<file path="src/rtl/alu_pkg.sv">
// Shared op-code type and encodings for the execute-stage ALU.
package alu_pkg;

    typedef logic [2:0] alu_op_t;

    localparam alu_op_t ALU_PASS_B = 3'b000;
    localparam alu_op_t ALU_ADD    = 3'b010;
    localparam alu_op_t ALU_SUB    = 3'b011;
    localparam alu_op_t ALU_AND    = 3'b100;
    localparam alu_op_t ALU_OR     = 3'b101;
    localparam alu_op_t ALU_XOR    = 3'b110;

    // True for the ops whose carry chain produces meaningful C/V flags.
    function automatic logic is_arith(input alu_op_t op);
        return (op == ALU_ADD) || (op == ALU_SUB);
    endfunction

endpackage

</file>
<file path="src/rtl/alu_bit_slice.sv">
// One bit of the ripple ALU: full adder with optional B inversion plus logic ops.
module alu_bit_slice
    import alu_pkg::*;
(
    input  logic    a,
    input  logic    b,
    input  logic    cin,
    input  logic    invert_b,
    input  alu_op_t op,
    output logic    result,
    output logic    cout
);

    logic b_eff;
    logic sum;

    assign b_eff = b ^ invert_b;
    assign sum   = a ^ b_eff ^ cin;
    assign cout  = (a & b_eff) | (a & cin) | (b_eff & cin);

    // Select the slice output; unused op codes give a clean 0 rather than X.
    always_comb begin
        result = 1'b0;
        case (op)
            ALU_PASS_B:       result = b;
            ALU_ADD, ALU_SUB: result = sum;
            ALU_AND:          result = a & b;
            ALU_OR:           result = a | b;
            ALU_XOR:          result = a ^ b;
            default:          result = 1'b0;
        endcase
    end

endmodule

</file>
<file path="src/rtl/alu_dff.sv">
// Plain D flip-flop bank with synchronous active-high clear.
module alu_dff #(
    parameter int WIDTH = 1
) (
    input  logic             clk,
    input  logic             reset,
    input  logic [WIDTH-1:0] d,
    output logic [WIDTH-1:0] q
);

    // Load d every edge; reset wins and clears the bank.
    always_ff @(posedge clk) begin
        if (reset) begin
            q <= '0;
        end else begin
            q <= d;
        end
    end

endmodule

</file>
<file path="src/rtl/alu_ex_stage.sv">
// Registered execute stage: captures operands/op, ripple ALU on the captured
// values, live N/Z/V/C outputs and a loadable NZVC flag register.
module alu_ex_stage
    import alu_pkg::*;
#(
    parameter int WIDTH = 64
) (
    input  logic             clk,
    input  logic             reset,
    input  logic [WIDTH-1:0] a_in,
    input  logic [WIDTH-1:0] b_in,
    input  logic [2:0]       cntrl_in,
    input  logic             flag_en_in,
    output logic [WIDTH-1:0] result,
    output logic             negative,
    output logic             zero,
    output logic             overflow,
    output logic             carryout,
    output logic [3:0]       flags
);

    logic [WIDTH-1:0] a_q;
    logic [WIDTH-1:0] b_q;
    alu_op_t          cntrl_q;
    logic             fen_q;
    logic [WIDTH:0]   carry;
    logic             sub_sel;
    logic             arith_sel;
    logic [3:0]       flags_next;

    alu_dff #(.WIDTH(WIDTH)) u_a_reg   (.clk(clk), .reset(reset), .d(a_in),       .q(a_q));
    alu_dff #(.WIDTH(WIDTH)) u_b_reg   (.clk(clk), .reset(reset), .d(b_in),       .q(b_q));
    alu_dff #(.WIDTH(3))     u_op_reg  (.clk(clk), .reset(reset), .d(cntrl_in),   .q(cntrl_q));
    alu_dff #(.WIDTH(1))     u_fen_reg (.clk(clk), .reset(reset), .d(flag_en_in), .q(fen_q));

    // SUB is A + ~B + 1: invert B in every slice and inject the +1 as carry-in.
    assign sub_sel   = (cntrl_q == ALU_SUB);
    assign arith_sel = is_arith(cntrl_q);
    assign carry[0]  = sub_sel;

    generate
        for (genvar gi = 0; gi < WIDTH; gi++) begin : g_slice
            alu_bit_slice u_slice (
                .a        (a_q[gi]),
                .b        (b_q[gi]),
                .cin      (carry[gi]),
                .invert_b (sub_sel),
                .op       (cntrl_q),
                .result   (result[gi]),
                .cout     (carry[gi+1])
            );
        end
    endgenerate

    // C and V only carry meaning for add/sub; logic ops report them as 0.
    assign negative = result[WIDTH-1];
    assign zero     = ~|result;
    assign carryout = arith_sel & carry[WIDTH];
    assign overflow = arith_sel & (carry[WIDTH] ^ carry[WIDTH-1]);

    // The flag register samples the ALU output of the currently captured op.
    assign flags_next = fen_q ? {negative, zero, overflow, carryout} : flags;

    alu_dff #(.WIDTH(4)) u_flags_reg (.clk(clk), .reset(reset), .d(flags_next), .q(flags));

endmodule

</file>
<file path="config.mk">
export PLATFORM = sky130hd
export DESIGN_NAME = alu_ex_stage
export DESIGN_NICKNAME = d
export VERILOG_FILES = /design/src/rtl/alu_pkg.sv /design/src/rtl/alu_bit_slice.sv /design/src/rtl/alu_dff.sv /design/src/rtl/alu_ex_stage.sv
export SDC_FILE = /design/constraint.sdc
export NUM_CORES = 1
export LEC_CHECK = 0
export BUFFER_PORTS_ARGS = -buffer_cell sky130_fd_sc_hd__buf_2
export CAP_MARGIN = 30
export CORE_MARGIN = 2
export CORE_UTILIZATION = 37
export DETAILED_ROUTE_END_ITERATION = 16
export SLEW_MARGIN = 5
export SYNTH_ARGS = -nofsm -noshare
export SYNTH_HDL_FRONTEND = slang
export SYNTH_SLANG_ARGS = --single-unit
</file>
<file path="constraint.sdc">
create_clock -name clk -period 37.6 [get_ports clk]
set_input_delay 1.88 -clock clk [delete_from_list [all_inputs] [get_ports clk]]
set_output_delay 1.88 -clock clk [all_outputs]
set_load 0.01 [all_outputs]
</file>
== Word-level counts from Yosys, hierarchy flattened ==
Cells that the tools add are included.

* Equal/unequal tests: 5
* Mux-type cells: 64
* Bitwise logic cells: 707
* Reductions and logical operators: 5

{| class="wikitable"
|+ Operators by type and width
! kind !! number
|-
| 1-bit one-hot mux with 5 select lines || 64
|-
| 1-bit AND || 258
|-
| 1-bit XOR || 257
|-
| 1-bit bitwise OR || 192
|-
| 64-bit OR reduction || 1
|-
| 3-bit equality test, second input constant || 3
|-
| 3-bit by 2-bit equality test with 1-bit output, second input constant || 2
|-
| 3-bit logical NOT || 1
|-
| 2-bit OR reduction || 1
|-
| 1-bit logical NOT || 1
|-
| 1-bit logical OR || 1
|}

* Bits in registers: 136
* Bits of input ports: 134
* Output and inout bits: 72
* Logic and storage cells: 786

== Longest topological paths before layout ==
* Depth in word-level cells: 196
* Depth in mapped cells: 78
* Depth with buffers taken out: 75

== Hierarchy ==
Synthesis repeated with hierarchy kept, for this count alone.

* Cell total of the unflattened synthesis: 1137
* Area, all modules: 11552.3 sq um

{| class="wikitable"
|+ Modules (own cells, without submodules)
! module !! instances !! cells each !! area an instance (sq um) !! sequential area each (sq um)
|-
| alu_bit_slice (g_slice[1].u_slice ...) || 53 || 13 || 116.4 || 0.0
|-
| alu_dff (u_a_reg ...) || 2 || 135 || 1918.1 || 1281.2
|-
| alu_bit_slice (g_slice[0].u_slice ...) || 11 || 12 || 100.1 || 0.0
|-
| alu_ex_stage || 1 || 30 || 230.2 || 0.0
|-
| alu_dff (u_flags_reg) || 1 || 8 || 105.1 || 80.1
|-
| alu_dff (u_op_reg) || 1 || 6 || 78.8 || 60.1
|-
| alu_dff (u_fen_reg) || 1 || 2 || 33.8 || 20.0
|}

== Worst setup path before layout ==
OpenSTA, ideal clock, no wires.

* Kind: register -> output
* From: reg u_op_reg.q[0]
* To: out zero
* Data arrival time: 29.851 ns
* Data required time: 35.720 ns
* Setup slack: 5.869 ns
* Cell stages (with the launch flop): 79
* Buffers on the path: 5
* Cell sequence: dfxtp_1 > buf_2 > buf_2 > buf_2 > clkbuf_1 > nand2_1 > clkbuf_1 > xnor2_1 > fa_1 > fa_1 > inv_1 > fa_1 > fa_1 > fa_1 > fa_1 > fa_1 > fa_1 > fa_1 > [... 43 more ...] > fa_1 > fa_1 > fa_1 > fa_1 > fa_1 > fa_1 > fa_1 > fa_1 > fa_1 > fa_1 > inv_1 > fa_1 > nand2_1 > o21ai_0 > o21ai_0 > nor3_1 > nand2_1 > nor3_1

* Longest elaborated chain between the ends: 195
* Elaborated cells between the ends (all ways): 580
* Those cells by class: 5 x eq/ne; 64 x mux; 507 x bitwise; 4 x reduce/logical

{| class="wikitable"
|+ Ends and longest elaborated chain
! item !! RTL line !! RTL
|-
| from (decl) || alu_dff.sv:8 || <nowiki>output logic [WIDTH-1:0] q</nowiki>
|-
| from (signal assigned) || alu_dff.sv:14 || <nowiki>q <= '0;</nowiki>
|-
| from (signal assigned) || alu_dff.sv:16 || <nowiki>q <= d;</nowiki>
|-
| 3-bit by 2-bit equality test with 1-bit output || alu_bit_slice.sv:24, alu_ex_stage.sv:37 ||
|-
| 1-bit XOR || alu_bit_slice.sv:17 || <nowiki>assign b_eff = b ^ invert_b;</nowiki>
|-
| 1-bit AND || alu_bit_slice.sv:19 || <nowiki>assign cout = (a & b_eff) | (a & cin) | (b_eff & cin);</nowiki>
|-
| 1-bit bitwise OR (2 in series) || alu_bit_slice.sv:19 ||
|-
| 1-bit AND || alu_bit_slice.sv:19 ||
|-
| 1-bit bitwise OR (2 in series) || alu_bit_slice.sv:19 ||
|-
| 1-bit AND || alu_bit_slice.sv:19 ||
|-
| 1-bit bitwise OR (2 in series) || alu_bit_slice.sv:19 ||
|-
| [... 175 more ...] || -- ||
|-
| 1-bit bitwise OR (2 in series) || alu_bit_slice.sv:19 ||
|-
| 1-bit AND || alu_bit_slice.sv:19 ||
|-
| 1-bit bitwise OR (2 in series) || alu_bit_slice.sv:19 ||
|-
| 1-bit XOR || alu_bit_slice.sv:18 || <nowiki>assign sum = a ^ b_eff ^ cin;</nowiki>
|-
| 1-bit one-hot mux with 5 select lines * || alu_bit_slice.sv:24 || <nowiki>case (op)</nowiki>
|-
| net negative || alu_ex_stage.sv:15 || <nowiki>output logic negative,</nowiki>
|-
| 64-bit OR reduction * || alu_ex_stage.sv:57 || <nowiki>assign zero = ~|result;</nowiki>
|-
| 1-bit logical NOT * || alu_ex_stage.sv:57 ||
|-
| to (decl) || alu_ex_stage.sv:16 || <nowiki>output logic zero,</nowiki>
|}

Mark *: on every way through the listed nets, which the timed path passes. The rest lies on a longest branch.

== Worst setup path in the final report ==
* From: reg u_op_reg.q[0]
* To: out zero

* Longest elaborated chain between the ends: 195
* Elaborated cells between the ends (all ways): 580
* Those cells by class: 5 x eq/ne; 64 x mux; 507 x bitwise; 4 x reduce/logical

{| class="wikitable"
|+ Ends and longest elaborated chain
! item !! RTL line
|-
| 3-bit by 2-bit equality test with 1-bit output || alu_bit_slice.sv:24, alu_ex_stage.sv:37
|-
| 1-bit XOR || alu_bit_slice.sv:17
|-
| 1-bit AND || alu_bit_slice.sv:19
|-
| 1-bit bitwise OR (2 in series) || alu_bit_slice.sv:19
|-
| 1-bit AND || alu_bit_slice.sv:19
|-
| 1-bit bitwise OR (2 in series) || alu_bit_slice.sv:19
|-
| 1-bit AND || alu_bit_slice.sv:19
|-
| 1-bit bitwise OR (2 in series) || alu_bit_slice.sv:19
|-
| [... 174 more ...] || --
|-
| 1-bit AND || alu_bit_slice.sv:19
|-
| 1-bit bitwise OR (2 in series) || alu_bit_slice.sv:19
|-
| 1-bit AND || alu_bit_slice.sv:19
|-
| 1-bit bitwise OR (2 in series) || alu_bit_slice.sv:19
|-
| 1-bit XOR || alu_bit_slice.sv:18
|-
| 1-bit one-hot mux with 5 select lines || alu_bit_slice.sv:24
|-
| 64-bit OR reduction * || alu_ex_stage.sv:57
|-
| 1-bit logical NOT * || alu_ex_stage.sv:57
|}

Mark *: on every way between the ends. The rest lies on a longest branch, timed or not.

==> results.json <==
{
  "route.detailed.drc": 0,
  "maxCapViolCount": 0,
  "worstPathArrival_ps": 31000,
  "cpMostUsedCell": "fa_1",
  "p_per_area_nw_per_um2": 35.3,
  "die_w_um": 177,
  "firstDrtPassIters": 7,
  "grt_overflow": 0,
  "place_ws_ps": 5040,
  "placement.io_buffers": 205,
  "num_antenna_cells": 0,
  "drv_slew": 0,
  "synth_top_area_share_pct": 24.5,
  "row_count": 63,
  "antenna_left": 0,
  "final-setup-viol-count": 0,
  "synthesis.yosys.warnings": 0,
  "area_growth_pct": 12.3,
  "synthTopCellsByArea": "dfxtp_1 24%, ha_1 14%, fa_1 11%",
  "clock.fmax_mhz": 30.4,
  "vias": 8521,
  "endpoint_kind": "output pin",
  "insertion_delay_ps": 440,
  "grt_start_max_net_pins": 91,
  "pin_count": 206,
  "grt_pass1_vias": 8508,
  "period_share_pct": 87.5,
  "cts_tree": "yes",
  "hpwl_mm": 22.8,
  "slowest_delay_ps": 740,
  "cts_sinks": 136,
  "synth_top_area_cell": "dfxtp_1",
  "critPathCapture": "zero",
  "r2r_start": "u_op_reg.q[0]",
  "cp.required_ps": 35720,
  "hold_buffers": 0,
  "core_sq_um": 29600,
  "cts_resized": 0,
  "slew_headroom_pct": 39.0,
  "crit_fanout": 56,
  "slowest_stage": "dfxtp_4",
  "synth-seq-cells": 136,
  "avgSynthCellArea_sq_um": 9.12,
  "skew_ps": 12.8,
  "yosysMostFrequentCell": "inv_1",
  "synth.net_count": 1545,
  "cp-startpoint": "u_op_reg.q[0]",
  "num-fill-cells": 2997,
  "worstMarginPinSlew_ps": 904,
  "numCtsBuffers": 17,
  "path_depth": 74,
  "cts_setup_buffers": 0,
  "initial_core_util_pct": 37.6,
  "setup_slack_ps": 4720,
  "vdd_drop_max_uv": 34.7,
  "viasPerCell": 4.97,
  "path_clk_slew_ps": 70,
  "fp.dieH_um": 177,
  "track_usage_pct": 19.6,
  "status": "finished clean",
  "min_path_type": "reg -> reg",
  "finalSetupTns_ps": 0,
  "cts.htree.levels": 4,
  "hp-start": "u_flags_reg.q[0]",
  "clockBufferDepth": 2,
  "antenna_found_initial": 1,
  "synth_edf_count": 0,
  "place.gp.congestion": 0.820,
  "synthCells": 1220,
  "async_flop_share_pct": 0,
  "drt-initial-drc-count": 450,
  "reg2reg_depth": 73,
  "synth_commonest_cells": "142 x inv_1, 141 x nor2b_1, 136 x dfxtp_1, 128 x ha_1, 67 x buf_4",
  "rrSetupSlack_ps": 6960,
  "wl_per_cell_um": 17.8,
  "synth-seq-area-share_pct": 24.5,
  "critPathBufInv": 3,
  "r2r_end": "u_flags_reg.q[2]",
  "cts_root_buf": "clkbuf_16",
  "design.die.area_sq_um": 31500,
  "p_leak_uw": 0.00571,
  "fin_nets": 1637,
  "fin_crit_ps": 32880,
  "synth_ff_type": "dfxtp_1",
  "worstSetupPathType": "reg -> out",
  "crit_path_start_kind": "flop",
  "drive_above_1_share_pct": 20.3,
  "critPathTopFamily": "adder cells",
  "final-hold-violation-count": 0,
  "synth_area_sq_um": 11100,
  "ys_types": 66,
  "rsz0062_at_grt": "no",
  "holdWs_ps": 508,
  "grt_pass1_wl_mm": 47.1,
  "routed_wl_mm": 30.6
}
==> final cells by class <==
class,instances,area [sq um],area share (%)
Inverter,143,537,4.29
Sequential cell,136,2730,21.9
Timing Repair Buffer,215,1100,8.83
Tap cell,390,488,3.90
Multi-Input combinational cell,799,7030,56.2
Clock inverter,14,173,1.38
Clock buffer,18,439,3.51
==> state kept, by name, indices dropped and copies added, names as in the netlist <==
name           cells
u_a_reg.q         64
u_b_reg.q         64
u_flags_reg.q      4
u_op_reg.q         3
u_fen_reg.q        1
==> per-layer routing <==
| metal | routed length [um] | share of wire, % | up-vias | track usage (%) |
|---|---|---|---|---|
| li1 | - | - | 4121 | - |
| met1 | 13500 | 44 | 4090 | 25.4 |
| met2 | 14300 | 47 | 254 | 32.2 |
| met3 | 1720 | 5.6 | 54 | 3.96 |
| met4 | 1020 | 3.3 | 2 | 7.62 |
| met5 | 9 | 0.029 | - | 0 |
==> report_power, final <==
| part | total (uW) | switching [uW] | internal, uW | leakage, uW |
|---|---|---|---|---|
| clock network | 178 | 71.2 | 106 | 0.000293 |
| logic | 100 | 55.5 | 44.6 | 0.00428 |
| registers | 164 | 11.7 | 152 | 0.00113 |
| total | 441 | 138 | 303 | 0.00571 |
==> through the flow <==
stage	power (uW)	instance area, sq um	instances	utilization [%]
after floorplan	239	11100	1220	-
after global placement	265	11900	1683	40.1
after detailed placement	267	11900	1683	40.1
after CTS	447	12500	1715	42.2
after global routing	465	12500	1715	42.2
final	441	12500	1715	42.2
==> placed cells by master, fill, tap and decap left out, types with 9 or more instances in the layout <==
master and count:
a21oi_1 53, buf_2 204, buf_4 11, clkbuf_16 17
dfxtp_1 133, fa_1 63, ha_1 128, inv_1 142
mux2_1 10, mux2i_1 33, nand2_1 64, nor2_1 16
nor2b_1 140, nor3_1 9, nor3b_1 20, o21ai_0 23
o221ai_1 23, o22ai_1 12, xnor2_1 63
==> worst reg2reg max path, delay by kind of cell, from the launching register on <==
kind,cells,cell delay (ps)
compound gates,3,700
xor+xnor,1,300
fa+ha+maj,63,27840
buf+inv,2,160
flops,1,740
simple gates,4,770
==> worst min-delay path by stage <==
stage | to | slack [ps] | cells after the start
final | u_flags_reg.q[0] | 510 | 2
after global routing | u_flags_reg.q[2] | 530 | 2
after CTS | u_flags_reg.q[1] | 510 | 2
after detailed placement | u_flags_reg.q[3] | 480 | 2
after global placement | u_flags_reg.q[1] | 470 | 2
after floorplan | u_flags_reg.q[2] | 520 | 2
==> kinds of logic (layout without fill, tap and decap cells) <==
kind of cell	Yosys count	in the layout	share of synthesized area, %
flip-flops	136	136	24.5
buffers and inverters	285	390	12.5
multiplexers	52	52	4.96
AND/OR/NAND/NOR	299	299	15.3
XOR/XNOR	64	64	5.04
AO/OA/AOI/OAI	193	193	12.0
adder cells (fa/ha/maj)	191	191	25.7
(Power assumes the default switching activity.)
